--- src/rtl/pwm_led_bank_if.sv ---
// pwm_led_bank_if: control/status bundle for the PWM LED bank.
// The master side (command decoder, switches or bench) drives the run enable
// and the write port; the slave side (pwm_led_bank) returns the LED vector
// and the period tick.
interface pwm_led_bank_if #(
    parameter int CH  = 8,
    parameter int RES = 8
) ();
    localparam int CW = (CH > 1) ? $clog2(CH) : 1;

    logic           enable;
    logic           wr_en;
    logic [CW-1:0]  wr_ch;
    logic [RES-1:0] wr_duty;
    logic           wr_mode;
    logic [CH-1:0]  led;
    logic           period_tick;

    modport master (
        output enable, wr_en, wr_ch, wr_duty, wr_mode,
        input  led, period_tick
    );

    modport slave (
        input  enable, wr_en, wr_ch, wr_duty, wr_mode,
        output led, period_tick
    );
endinterface

--- src/rtl/pwm_led_bank.sv ---
// pwm_led_bank: CH-channel PWM LED driver with a shared prescaler and phase
// counter, double-buffered per-channel duty (pending -> active at each period
// boundary, with same-cycle write bypass) and a global run enable.
// Optional feature macro: PWM_BREATHE_EN adds the per-channel breathing ramp
// (level/dir/period counter, paced by BREATH_DIV). Without it every channel
// is static and wr_mode is ignored.
module pwm_led_bank #(
    parameter int CH         = 8,
    parameter int RES        = 8,
    parameter int PRESC      = 196,
    parameter int BREATH_DIV = 4
) (
    input  logic              CLK,
    input  logic              RST_N,
    pwm_led_bank_if.slave     bus
);
    localparam int CW = (CH > 1) ? $clog2(CH) : 1;
    localparam int PW = (PRESC > 1) ? $clog2(PRESC) : 1;
    localparam logic [RES-1:0] PHASE_MAX = '1;

    logic [PW-1:0]  r_pcnt;
    logic [RES-1:0] r_phase;
    logic           r_period_tick;
    logic [CH-1:0]  r_led;
    logic [RES-1:0] r_pend_duty [CH];
    logic [RES-1:0] r_act_duty  [CH];

    logic           w_step;
    logic           w_boundary;
    logic [CH-1:0]  w_wr_hit;
    logic [RES-1:0] w_new_duty  [CH];
    logic [RES-1:0] w_cmp       [CH];

    // enable is folded into step, so nothing advances while the bank is stopped
    assign w_step     = bus.enable && (r_pcnt == PW'(PRESC - 1));
    assign w_boundary = w_step && (r_phase == PHASE_MAX);

    // Prescaler and phase counter; both held at zero while disabled
    // NOTE: state registers use non-blocking assignments so every flop samples pre-edge values.
    always_ff @(posedge CLK or negedge RST_N) begin
        if (!RST_N) begin
            r_pcnt  <= '0;
            r_phase <= '0;
        end else if (!bus.enable) begin
            r_pcnt  <= '0;
            r_phase <= '0;
        end else if (w_step) begin
            r_pcnt  <= '0;
            r_phase <= r_phase + 1'b1;
        end else begin
            r_pcnt  <= r_pcnt + 1'b1;
        end
    end

    // Period tick is the boundary delayed by one cycle, aligned with new active values
    always_ff @(posedge CLK or negedge RST_N) begin
        if (!RST_N) r_period_tick <= 1'b0;
        else        r_period_tick <= w_boundary;
    end

    // Write decode and the value each channel loads at the boundary (write bypass wins)
    // NOTE: every always_comb output gets a default before any condition, so no latch is inferred.
    always_comb begin
        for (int i = 0; i < CH; i++) begin
            w_wr_hit[i]   = 1'b0;
            w_new_duty[i] = r_pend_duty[i];
            if (bus.wr_en && (bus.wr_ch == CW'(i))) begin
                w_wr_hit[i]   = 1'b1;
                w_new_duty[i] = bus.wr_duty;
            end
        end
    end

    // Pending duty takes writes at any time; active duty copies it at each boundary
    // NOTE: the per-channel register arrays are small flops, so all of them take the async reset.
    always_ff @(posedge CLK or negedge RST_N) begin
        if (!RST_N) begin
            for (int i = 0; i < CH; i++) begin
                r_pend_duty[i] <= '0;
                r_act_duty[i]  <= '0;
            end
        end else begin
            for (int i = 0; i < CH; i++) begin
                if (w_wr_hit[i]) r_pend_duty[i] <= bus.wr_duty;
                if (w_boundary)  r_act_duty[i]  <= w_new_duty[i];
            end
        end
    end

`ifdef PWM_BREATHE_EN
    localparam int BW = (BREATH_DIV > 1) ? $clog2(BREATH_DIV) : 1;

    logic [CH-1:0]  r_pend_mode;
    logic [CH-1:0]  r_act_mode;
    logic [CH-1:0]  r_dir_down;
    logic [RES-1:0] r_level [CH];
    logic [BW-1:0]  r_bcnt  [CH];
    logic [CH-1:0]  w_new_mode;

    // Mode value each channel loads at the boundary, with the same write bypass as duty
    always_comb begin
        for (int i = 0; i < CH; i++) begin
            w_new_mode[i] = w_wr_hit[i] ? bus.wr_mode : r_pend_mode[i];
        end
    end

    // Mode registers and the breathing ramp; the ramp only moves on boundaries
    always_ff @(posedge CLK or negedge RST_N) begin
        if (!RST_N) begin
            r_pend_mode <= '0;
            r_act_mode  <= '0;
            r_dir_down  <= '0;
            for (int i = 0; i < CH; i++) begin
                r_level[i] <= '0;
                r_bcnt[i]  <= '0;
            end
        end else begin
            for (int i = 0; i < CH; i++) begin
                if (w_wr_hit[i]) r_pend_mode[i] <= bus.wr_mode;
                if (w_boundary) begin
                    r_act_mode[i] <= w_new_mode[i];
                    if (!w_new_mode[i] || !r_act_mode[i]) begin
                        // static channel, or entering breathe: restart the ramp from the bottom
                        r_level[i]    <= '0;
                        r_dir_down[i] <= 1'b0;
                        r_bcnt[i]     <= '0;
                    end else if (w_new_duty[i] < r_level[i]) begin
                        // peak lowered below the current level: clamp and head down
                        r_level[i]    <= w_new_duty[i];
                        r_dir_down[i] <= 1'b1;
                    end else if (r_bcnt[i] == BW'(BREATH_DIV - 1)) begin
                        r_bcnt[i] <= '0;
                        if (!r_dir_down[i]) begin
                            if (r_level[i] < w_new_duty[i]) begin
                                r_level[i] <= r_level[i] + 1'b1;
                                if ((r_level[i] + 1'b1) == w_new_duty[i]) r_dir_down[i] <= 1'b1;
                            end else begin
                                r_dir_down[i] <= 1'b1;
                            end
                        end else begin
                            if (r_level[i] != '0) begin
                                r_level[i] <= r_level[i] - 1'b1;
                                if (r_level[i] == RES'(1)) r_dir_down[i] <= 1'b0;
                            end else begin
                                r_dir_down[i] <= 1'b0;
                            end
                        end
                    end else begin
                        r_bcnt[i] <= r_bcnt[i] + 1'b1;
                    end
                end
            end
        end
    end

    // Breathing channels compare against their level, static ones against the duty
    always_comb begin
        for (int i = 0; i < CH; i++) begin
            w_cmp[i] = r_act_mode[i] ? r_level[i] : r_act_duty[i];
        end
    end
`else
    logic w_unused;
    assign w_unused = ^{bus.wr_mode, BREATH_DIV};

    // Every channel is static
    always_comb begin
        for (int i = 0; i < CH; i++) begin
            w_cmp[i] = r_act_duty[i];
        end
    end
`endif

    // Registered LED outputs, forced off while disabled
    always_ff @(posedge CLK or negedge RST_N) begin
        if (!RST_N) begin
            r_led <= '0;
        end else begin
            for (int i = 0; i < CH; i++) begin
                r_led[i] <= bus.enable && (r_phase < w_cmp[i]);
            end
        end
    end

    assign bus.led         = r_led;
    assign bus.period_tick = r_period_tick;

endmodule
--- src/flat_wrapper.sv ---
// flat-port wrapper written by rule: the top's interface ports become plain ports
module pwm_led_bank_flat 
#(
    parameter int CH         = 8,
    parameter int RES        = 8,
    parameter int PRESC      = 196,
    parameter int BREATH_DIV = 4
)
  (CLK, RST_N, bus_enable, bus_wr_en, bus_wr_ch, bus_wr_duty, bus_wr_mode, bus_led, bus_period_tick);
  pwm_led_bank_if #(.CH(CH), .RES(RES)) bus_i ();
  input  logic CLK;
  input  logic RST_N;
  input wire logic [$bits(bus_i.enable)-1:0] bus_enable;
  input wire logic [$bits(bus_i.wr_en)-1:0] bus_wr_en;
  input wire logic [$bits(bus_i.wr_ch)-1:0] bus_wr_ch;
  input wire logic [$bits(bus_i.wr_duty)-1:0] bus_wr_duty;
  input wire logic [$bits(bus_i.wr_mode)-1:0] bus_wr_mode;
  output wire logic [$bits(bus_i.led)-1:0] bus_led;
  output wire logic [$bits(bus_i.period_tick)-1:0] bus_period_tick;
  assign bus_i.enable = bus_enable;
  assign bus_i.wr_en = bus_wr_en;
  assign bus_i.wr_ch = bus_wr_ch;
  assign bus_i.wr_duty = bus_wr_duty;
  assign bus_i.wr_mode = bus_wr_mode;
  assign bus_led = bus_i.led;
  assign bus_period_tick = bus_i.period_tick;
  pwm_led_bank #(.CH(CH), .RES(RES), .PRESC(PRESC), .BREATH_DIV(BREATH_DIV)) u_core (.CLK(CLK), .RST_N(RST_N), .bus(bus_i));
endmodule
--- config.mk ---
export PLATFORM = sky130hd
export DESIGN_NAME = pwm_led_bank_flat
export DESIGN_NICKNAME = d
export VERILOG_FILES = /design/src/rtl/pwm_led_bank_if.sv /design/src/rtl/pwm_led_bank.sv /design/src/flat_wrapper.sv
export SDC_FILE = /design/constraint.sdc
export NUM_CORES = 1
export LEC_CHECK = 0
export CAP_MARGIN = 40
export CORE_ASPECT_RATIO = 0.8
export CORE_MARGIN = 4
export CORE_UTILIZATION = 25
export CTS_CLUSTER_SIZE = 12
export DETAILED_ROUTE_END_ITERATION = 10
export PLACE_DENSITY = 0.46
export SLEW_MARGIN = 25
export SYNTH_ARGS = -nofsm -noshare
export SYNTH_HDL_FRONTEND = slang
export SYNTH_SLANG_ARGS = --single-unit
--- constraint.sdc ---
create_clock -name CLK -period 3.11 [get_ports CLK]
set_input_delay 0.622 -clock CLK [delete_from_list [all_inputs] [get_ports CLK]]
set_output_delay 0.622 -clock CLK [all_outputs]
set_load 0.05 [all_outputs]
Word level (Yosys, flattened, before mapping)
Index checks and enable logic that the tools add are counted.
- add/sub/neg operators: 2
- order comparisons: 8
- eq/ne operators: 10
- multiplexer cells: 20
- reduce and logical (&&, ||, !) cells: 19
- operators by type and width (operator ; count):
    $mux 8 ; 12
    $lt 8x8->1 ; 8
    $logic_and 1x1->1 ; 18
    $add 8x1->8 const B ; 2
    $eq 8x8->1 const B ; 2
    $eq 3x3->1 const B ; 4
    $mux 1 ; 8
    $eq 3x2->1 const B ; 2
    $eq 3x1->1 const B ; 1
    $logic_not 3->1 ; 1
    $ne 2x1->1 const B ; 1
- register bits: 153
- input port bits: 16

Longest topological paths before layout
Gate-level depths: netlist of the first run.
- word-level depth: 4
- depth in mapped cells: 8
- gate-level depth less buffers: 6

Least setup slack after synthesis of the first run
No wires, ideal clock.
- kind: register -> register
- from: register u_core.r_pcnt[2]
- to: register u_core.r_act_duty[10] in the netlist's numbering
- library setup time: 0.125 ns
- data arrival time: 2.393 ns
- setup slack: 0.592 ns
- cell stages (with the launch flop): 9
- cells stage by stage: dfrtp_1 -> or3_1 -> buf_2 -> or2_1 -> buf_2 -> or4_4 -> buf_6 -> buf_6 -> mux2_4
- longest elaborated chain between the ends: 3
- ends and longest elaborated chain (element ; line ; text):
    start, declared ; pwm_led_bank.sv:21 ; logic [PW-1:0] r_pcnt;
    start signal, assigned ; pwm_led_bank.sv:51 ; r_pcnt <= r_pcnt + 1'b1;
    $eq 8x8->1 ; pwm_led_bank.sv:35 ; assign w_step = bus.enable && (r_pcnt == PW'(PRESC - 1));
    $logic_and 1x1->1 ; pwm_led_bank.sv:35 ;
    $logic_and 1x1->1 ; pwm_led_bank.sv:36 ; assign w_boundary = w_step && (r_phase == PHASE_MAX);
    end signal, assigned by index ; pwm_led_bank.sv:85 ; if (w_boundary) r_act_duty[i] <= w_new_duty[i];
    end, declared ; pwm_led_bank.sv:26 ; logic [RES-1:0] r_act_duty [CH];
No other way between the ends.
A chain may end at the register's enable or synchronous reset.

Worst setup path in the final report of the first run
- from: register u_core.r_pcnt[0]
- to: register u_core.r_act_duty[52] in the netlist's numbering
The elaborated chain is that of the path after synthesis.

==> flow_metrics.env, run 1 <==
export IMPL_clock_sinks=153
export IMPL_hold_path_class="in2async"
export IMPL_drv_slew=0
export IMPL_synth_area_top_cells="dfrtp_1 (52%), mux2_2 (12%), mux2_4 (9.9%)"
export IMPL_cts_root_buf="clkbuf_16"
export IMPL_cts_resized=0
export IMPL_timing_max_cap_violations=0
export IMPL_yosys_register_bits=153
export IMPL_drc=0
export IMPL_yosys_cell_types_count=38
export IMPL_timing_fmax_mhz=363
export IMPL_ios=25
export IMPL_yosysMostFrequentCell="dfrtp_1"
export IMPL_start_util_pct=25.4
export IMPL_finalWorstSetupSlack_ps=351
export IMPL_worst_path_max_fanout=38
export IMPL_antenna_left=0
export IMPL_power_leakage_uw=0.00403
export IMPL_drt_total_wl_um=16700
export IMPL_grt_usage_pct=10.6
export IMPL_yosys_area_top_type="dfrtp_1"
export IMPL_arrival_ps=3060
export IMPL_fin_util_pct=29.8
export IMPL_fillers=2934
export IMPL_r2r_cells=6
export IMPL_io_buffers=23
export IMPL_grt_first_pass_wirelength_um=26300
export IMPL_ys_seq_area_share_pct=51.6
export IMPL_synth_edff_count=0
export IMPL_postPlaceCellArea_sq_um=8180
export IMPL_wire_per_inst_um=16.9
export IMPL_antenna_found_initial=0
export IMPL_worstPathCellList="ha_1, nand4b_1, or2_1, or4_4, buf_4, mux2_4"
export IMPL_reg2reg_slack_ps=350
export IMPL_area_sequential_sq_um=3830
export IMPL_core_area_sq_um=29300
export IMPL_clock_skew_ps=7.98
export IMPL_syn_avg_cell_area_sq_um=13.5
export IMPL_reg2reg_to="u_core.r_act_duty[52]"
export IMPL_die_h_um=162
export IMPL_viasPerCell=4.38
export IMPL_grt_max_degree=71
export IMPL_cts_htree_levels=4
export IMPL_rows=56
export IMPL_num_vias=4321
export IMPL_cts_tree="done"
export IMPL_setup_viol=0
export IMPL_holdBufCountCts=0
export IMPL_dp_worst_setup_slack_ps=376
export IMPL_design_area_sq_um=8730
export IMPL_critPathLaunch="u_core.r_pcnt[0]"
export IMPL_synthTopCellsByCount="dfrtp_1 (153), mux2_2 (79), inv_1 (65)"
export IMPL_drt_first_pass_iters=6
export IMPL_clock_latency_ps=420
export IMPL_post_cts_setup_buffers=0
export IMPL_die_x_um=201
export IMPL_cts_made_buffers=17
export IMPL_yosys_warnings=0
export IMPL_synth_top_area_share_pct=51.6
export IMPL_status="finished clean"
export IMPL_crit_path_start_kind="register"
export IMPL_drive_above_1_share_pct=29.4
export IMPL_die_area_sq_um=32500
export IMPL_syn_nets=626
export IMPL_slowest_delay_ps=570
export IMPL_worstMarginPinSlew_ps=704
export IMPL_end_kind="register"
export IMPL_power_density_nw_per_um2=518
export IMPL_grt_pass1_vias=4600
export IMPL_synth_flop_cell="dfrtp_1"
export IMPL_cts_buffer_depth=2
export IMPL_post_route_period_util_pct=88.7
export IMPL_fin_nets=672
export IMPL_period_needed_ps=2760
export IMPL_hold_ws_ps=205
export IMPL_place_gp_congestion=0.771
export IMPL_multi_input_area_sq_um=3240
export IMPL_cts_clk_slew_worst_paths_ps=60
export IMPL_critPathKind="reg2reg"
export IMPL_r2r_start="u_core.r_pcnt[0]"
export IMPL_syn_inst=552
export IMPL_drt_iter0_drc=185
export IMPL_async_flop_share_pct=100
export IMPL_hold_viol=0
export IMPL_detailed_place_hpwl_um=10700
export IMPL_relSlewSlack_pct=53.1
export IMPL_tns_ps=0
export IMPL_critPathSlowestCell="or4_4"
export IMPL_area_delta_synth_final_pct=17.6
export IMPL_overflow=0
export IMPL_max_vdd_ir_drop_mv=0.392
export IMPL_syn_area_sq_um=7430
export IMPL_worstPathRequired_ps=3410
export IMPL_grt_setup_unrepaired="false"
[cells by family after synthesis]
logic type	count (synthesis)	share of synthesized area (%)
buf+inv	81	4.75
fa+ha+maj	58	9.77
simple gates	70	5.31
compound gates	49	5.16
mux	130	22.2
xor+xnor	11	1.30
flops	153	51.6
[worst max path at each step]
stage / endpoint
after floorplan: u_core.r_act_duty[10]
after CTS: u_core.r_act_duty[4]
final: u_core.r_act_duty[52]
after global placement: u_core.r_act_duty[20]
after detailed placement: u_core.r_act_duty[21]
after global routing: u_core.r_act_duty[4]
[cell usage in the layout (no fill, tap or decap), types with 11 or more instances in the layout]
master / instances
dfrtp_1: 153
ha_1: 58
clkbuf_16: 17
inv_1: 65
mux2_4: 49
nand2_1: 11
nor2_1: 12
buf_4: 19
mux2_2: 79
clkdlybuf4s50_1: 22
[routing by layer]
layer | wire (um) | share of wire (%) | up-vias | track usage, %
met5 | 0 | 0 | - | 0
met4 | 181 | 1.1 | 0 | 3.66
met3 | 643 | 3.9 | 11 | 2.28
met2 | 7800 | 47 | 56 | 17.0
met1 | 8070 | 48 | 2222 | 14.3
li1 | - | - | 2032 | -
[state kept, by name, summed over array words and instances (netlist names)]
register,count
u_core.bus.period_tick,1
u_core.r_phase,8
u_core.r_act_duty,64
u_core.r_pend_duty,64
u_core.bus.led,8
u_core.r_pcnt,8
[per-stage QoR]
| step | total power, uW | std cells |
|---|---|---|
| floorplan | 2470 | 552 |
| global placement | 2590 | 956 |
| detailed placement | 2630 | 956 |
| CTS | 4610 | 986 |
| global route | 4740 | 986 |
| finish | 4520 | 987 |
[report_power, final]
part / internal [uW] / switching (uW)
Combinational: 178 / 180
Clock: 1150 / 793
Sequential: 2170 / 45.3
Total: 3510 / 1020
[area by class of cell]
cell class,count,share of cell area [%]
clock inverters,7,0.802
repair buffers,43,4.51
diodes,1,0.0287
multi-input cells,318,37.1
inverters,65,2.79
clock buffers,23,5.47
flip-flops and latches,153,43.8
well taps,377,5.40
[worst max-delay path, delay by kind of cell, from the launching register on]
kind          cells  cell delay, ps
buf+inv           1             350
mux               1             380
simple gates      3            1170
fa+ha+maj         1             290
flops             1             420
No activity file was read; power rests on OpenSTA's default activity.
==> run 2: changes to the inputs <==
--- a/config.mk
+++ b/config.mk
@@ -12,6 +12,7 @@
 export CTS_CLUSTER_SIZE = 12
 export DETAILED_ROUTE_END_ITERATION = 10
 export PLACE_DENSITY = 0.46
+export RECOVER_POWER = 50
 export SLEW_MARGIN = 25
 export SYNTH_ARGS = -nofsm -noshare
 export SYNTH_HDL_FRONTEND = slang
==> constraint.sdc (replaced) <==
create_clock -name CLK -period 3.11 [get_ports CLK]
set_input_delay 0.4665 -clock CLK [delete_from_list [all_inputs] [get_ports CLK]]
set_output_delay 0.4665 -clock CLK [all_outputs]
set_load 0.05 [all_outputs]
==> flow_metrics.env, run 2 (synthesis results as in run 1) <==
export IMPL_status="finished clean"
export IMPL_power_leakage_uw=0.00405
export IMPL_antenna_found_initial=0
export IMPL_tns_ps=0
export IMPL_place_gp_congestion=0.767
export IMPL_antenna_left=0
export IMPL_r2r_cells=6
export IMPL_rows=56
export IMPL_arrival_ps=3120
export IMPL_worst_path_max_fanout=38
export IMPL_num_vias=4365
export IMPL_io_buffers=23
export IMPL_die_x_um=201
export IMPL_drt_total_wl_um=16900
export IMPL_clock_sinks=153
export IMPL_area_delta_synth_final_pct=18.3
export IMPL_layout_cells_most_common_list="dfrtp_1 (153), mux2_2 (79), inv_1 (65), ha_1 (58), mux2_4 (49)"
export IMPL_power_density_nw_per_um2=549
export IMPL_grt_first_pass_wirelength_um=27700
export IMPL_layout_commonest_cell="dfrtp_1"
export IMPL_fin_nets=671
export IMPL_drive_above_1_share_pct=29.1
export IMPL_detailed_place_hpwl_um=11000
export IMPL_grt_pass1_vias=4903
export IMPL_cp_endpoint="u_core.r_act_duty[54]"
export IMPL_viasPerCell=4.43
export IMPL_wire_per_inst_um=17.1
export IMPL_worst_path_buf_inv=1
export IMPL_finalWorstSetupSlack_ps=308
export IMPL_cts_resized=0
export IMPL_start_util_pct=25.4
export IMPL_period_needed_ps=2800
export IMPL_clock_skew_ps=7.16
export IMPL_slowest_delay_ps=570
export IMPL_design_area_sq_um=8790
export IMPL_drv_slew=0
export IMPL_setup_viol=0
export IMPL_area_sequential_sq_um=3830
export IMPL_worstPathCellList="ha_1, nand4b_1, or2_1, or4_4, buf_4, mux2_4"
export IMPL_reg2reg_slack_ps=310
export IMPL_timing_max_cap_violations=0
export IMPL_top_regs="u_core.r_act_duty (64), u_core.r_pend_duty (64)"
export IMPL_die_h_um=162
export IMPL_relSlewSlack_pct=15.4
export IMPL_cts_htree_levels=4
export IMPL_r2r_start="u_core.r_pcnt[0]"
export IMPL_reg2reg_to="u_core.r_act_duty[54]"
export IMPL_multi_input_area_sq_um=3240
export IMPL_critPathSlowestCell="or4_4"
export IMPL_die_area_sq_um=32500
export IMPL_max_vdd_ir_drop_mv=0.419
export IMPL_critPathKind="reg2reg"
export IMPL_core_area_sq_um=29300
export IMPL_overflow=0
export IMPL_clock_latency_ps=430
export IMPL_drt_first_pass_iters=4
export IMPL_end_kind="register"
export IMPL_hold_viol=0
export IMPL_crit_path_start_kind="register"
export IMPL_drc=0
export IMPL_fin_util_pct=30.0
export IMPL_fillers=2954
export IMPL_grt_usage_pct=11.1
export IMPL_cts_clk_slew_worst_paths_ps=60
export IMPL_total_power_uw=4820
export IMPL_diodes=0
export IMPL_worstPathRequired_ps=3420
export IMPL_dp_worst_setup_slack_ps=322
export IMPL_critPathTopFamily="simple AND/OR/NAND/NOR gates"
export IMPL_grt_max_degree=81
export IMPL_cts_buffer_depth=2
export IMPL_post_route_period_util_pct=90.1
export IMPL_cts_root_buf="clkbuf_16"
export IMPL_cts_made_buffers=17
export IMPL_critPathLaunch="u_core.r_pcnt[0]"
export IMPL_worstMarginPinSlew_ps=1270
export IMPL_timing_fmax_mhz=357
export IMPL_grt_setup_unrepaired="false"
export IMPL_drt_iter0_drc=192
export IMPL_hold_path_class="reg2reg"
export IMPL_ios=25
export IMPL_cp_depth=6
export IMPL_cts_tree="done"
export IMPL_postPlaceCellArea_sq_um=8160
-- run 2: cell types whose count changed in the layout (fill, tap and decap cells not counted), sizes merged --
| cell | previous run | this run |
|---|---|---|
| bufinv | 1 | 5 |
| clkbuf | 23 | 24 |
| clkinv | 5 | 4 |
| buf | 21 | 14 |
| clkinvlp | 1 | 2 |
| inv | 65 | 66 |
| diode | 1 | 0 |
| clkdlybuf4s50 | 22 | 21 |
| dlygate4sd3 | 0 | 2 |
-- run 2: timing repair --
item / in CTS / in global routing
setup buffers: 0 / 0
hold endpoints to repair: 0 / 13
hold buffers: 0 / 1
-- run 2: metal layers --
| layer | up-vias | wire (um) | GRT usage (%) |
|---|---|---|---|
| met4 | 0 | 313 | 3.88 |
| met2 | 48 | 7940 | 17.9 |
| met5 | - | 0 | 0 |
| met3 | 20 | 409 | 2.77 |
| met1 | 2259 | 8190 | 14.7 |
| li1 | 2038 | - | - |
-- run 2: worst register-to-register path, delay by kind of cell, from the launching register on --
kind,cells,cell delay (ps)
simple gates,3,1210
fa+ha+maj,1,300
flops,1,420
buf+inv,1,350
mux,1,420
-- run 2: cell type report --
class,count,area share [%]
Multi-Input combinational cell,318,36.9
Inverter,65,2.78
Clock inverter,12,2.25
Tap cell,377,5.37
Clock buffer,19,5.04
Sequential cell,153,43.6
Timing Repair Buffer,42,4.09
-- run 2: worst min-delay path by stage --
stage / start / to / slack (ps) / cells past startpoint
finish: u_core.r_pend_duty[15] / u_core.r_pend_duty[15] / 490 / 1
global route: u_core.r_pend_duty[63] / u_core.r_pend_duty[63] / 500 / 1
CTS: RST_N / u_core.r_act_duty[7] / 100 / 1
detailed placement: u_core.r_pend_duty[19] / u_core.r_pend_duty[19] / 480 / 1
global placement: u_core.r_pend_duty[7] / u_core.r_pend_duty[7] / 480 / 1
floorplan: RST_N / u_core.bus.led[0] / 170 / 0
-- run 2: metrics by stage --
step / cells / hold WS (ps)
2_1_floorplan: 552 / 171
3_3_place_gp: 953 / 477
3_5_place_dp: 953 / 483
4_1_cts: 984 / 104
5_1_grt: 986 / 503
6_report: 986 / 494
-- run 2: report_power, final --
group          internal [uW]  leakage [uW]  switching [uW]
logic                    174       0.00173             182
registers               2170       0.00201            45.9
clock network           1440      0.000309             806
total                   3790       0.00405            1030
==> run 3: changes to the inputs <==
--- a/config.mk
+++ b/config.mk
@@ -11,7 +11,9 @@
 export CORE_UTILIZATION = 25
 export CTS_CLUSTER_SIZE = 12
 export DETAILED_ROUTE_END_ITERATION = 10
-export PLACE_DENSITY = 0.46
+export GPL_ROUTABILITY_DRIVEN = 0
+export MAX_ROUTING_LAYER = met4
+export PLACE_DENSITY = 0.41
 export RECOVER_POWER = 50
 export SLEW_MARGIN = 25
 export SYNTH_ARGS = -nofsm -noshare
==> flow_metrics.env, run 3 (synthesis results as in run 1) <==
export IMPL_setup_viol=0
export IMPL_place_inst=954
export IMPL_detailed_place_hpwl_um=11200
export IMPL_io_buffers=23
export IMPL_worst_path_max_fanout=65
export IMPL_drc=0
export IMPL_p_switching_uw=1050
export IMPL_critPathLaunch="u_core.r_pcnt[0]"
export IMPL_power_leakage_uw=0.00403
export IMPL_critPathTopFamily="simple AND/OR/NAND/NOR gates"
export IMPL_holdBufCountCts=0
export IMPL_num_vias=4345
export IMPL_clock_skew_ps=9.23
export IMPL_start_util_pct=25.4
export IMPL_combPwrFrac_pct=7.7
export IMPL_cts_tree="done"
export IMPL_relSlewSlack_pct=-1.55
export IMPL_fillers=2936
export IMPL_drt_met1_wl_um=8530
export IMPL_swShare_pct=22.5
export IMPL_period_needed_ps=2680
export IMPL_grt_first_pass_wirelength_um=27900
export IMPL_grt_max_degree=66
export IMPL_arrival_ps=2980
export IMPL_critPathKind="reg2reg"
export IMPL_grt_setup_unrepaired="false"
export IMPL_clock_latency_ps=420
export IMPL_finalNonFillerCells=986
export IMPL_tns_ps=0
export IMPL_grt_pass1_vias=4778
export IMPL_top_regs="u_core.r_act_duty (64), u_core.r_pend_duty (64)"
export IMPL_slowest_delay_ps=570
export IMPL_fin_nets=670
export IMPL_drt_first_pass_iters=4
export IMPL_core_area_sq_um=29300
export IMPL_cts_buffer_depth=2
export IMPL_drt_total_wl_um=17700
export IMPL_cts_htree_levels=4
export IMPL_max_vdd_ir_drop_mv=0.368
export IMPL_hold_viol=0
export IMPL_cts_made_buffers=17
export IMPL_r2r_start="u_core.r_pcnt[0]"
export IMPL_layout_commonest_cell="dfrtp_1"
export IMPL_r2r_cells=6
export IMPL_cp_depth=6
export IMPL_wl_met2_um=8360
export IMPL_viasPerCell=4.41
export IMPL_p_int_uw=3620
export IMPL_antenna_left=0
export IMPL_met3_length_um=467
export IMPL_worstMarginPinSlew_ps=1520
export IMPL_rows=56
export IMPL_maxUsedRoutingLayer="met4"
export IMPL_cts_root_buf="clkbuf_16"
export IMPL_worstPathRequired_ps=3410
export IMPL_post_route_period_util_pct=86.2
export IMPL_area_delta_synth_final_pct=18.0
export IMPL_violations="capacitance limit, slew limit"
export IMPL_reg2reg_slack_ps=430
export IMPL_wire_per_inst_um=17.9
export IMPL_status="finished, violations left"
export IMPL_critPathSlowestCell="or4_4"
export IMPL_drive_above_1_share_pct=28.9
export IMPL_worst_path_buf_inv=1
export IMPL_drv_slew=56
export IMPL_cts_resized=0
export IMPL_drt_iter0_drc=129
export IMPL_overflow=0
export IMPL_post_cts_setup_buffers=0
export IMPL_antenna_found_initial=1
export IMPL_seq_power_share_pct=47.5
export IMPL_timing_max_cap_violations=1
export IMPL_ios=25
export IMPL_die_x_um=201
export IMPL_crit_path_start_kind="register"
export IMPL_worstPathCellList="ha_1, nand4b_1, or2_1, or4_4, buf_12, mux2_4"
export IMPL_timing_fmax_mhz=373
export IMPL_die_area_sq_um=32500
export IMPL_diodes=0
export IMPL_end_kind="register"
export IMPL_cts_clk_slew_worst_paths_ps=60
export IMPL_power_density_nw_per_um2=533
export IMPL_clkPwrFrac_pct=44.9
export IMPL_layout_cells_most_common_list="dfrtp_1 (153), mux2_2 (79), inv_1 (65), ha_1 (58), mux2_4 (49)"
export IMPL_clock_sinks=153
export IMPL_hold_path_class="in2async"
export IMPL_grt_usage_pct=11.7
export IMPL_die_h_um=162
run 3: layout make-up:
type	instances	area [sq um]	share of cell area, %
flip-flops and latches	153	3830	43.7
multi-input cells	318	3240	37.0
clock buffers	23	488	5.57
well taps	377	472	5.38
repair buffers	41	370	4.23
inverters	65	244	2.78
clock inverters	9	114	1.30
run 3: per-layer routing:
metal / vias to the layer above / track usage (%)
met1: 2238 / 14.7
met2: 50 / 18.9
li1: 2042 / -
met3: 15 / 2.61
met4: 0 / 3.78
met5: - / -
run 3: power by group through the flow:
stage / registers, uW / clock network (uW) / logic [uW]
after floorplan: 2240 / 0 / 232
after global placement: 2250 / 0 / 352
after detailed placement: 2250 / 0 / 372
after CTS: 2220 / 2170 / 372
after global routing: 2230 / 2260 / 405
final: 2220 / 2100 / 359
run 3: worst register-to-register path: stages (launching register included):
cell and delay, ps:
dfrtp_1 410, ha_1 280, nand4b_1 260, or2_1 370
or4_4 570, buf_12 270, mux2_4 400
run 3: path summary, 6_finish.rpt:
kind,end
min,u_core.r_act_duty[34]
min in group CLK,u_core.r_pend_duty[7]
max,u_core.r_act_duty[21]
max reg2reg,u_core.r_act_duty[21]
min reg2reg,u_core.r_pend_duty[7]
max in group asynchronous,u_core.r_pend_duty[52]
run 3: through the flow:
stage	total power, uW	worst slack, ps	hold slack (ps)	util, %	instance area (sq um)
after floorplan	2470	592	171	-	7430
after global placement	2600	468	476	27.9	8180
after detailed placement	2630	454	479	27.9	8180
after CTS	4760	437	31.5	30.0	8780
after global routing	4890	296	506	29.9	8760
final	4670	429	424	29.9	8760
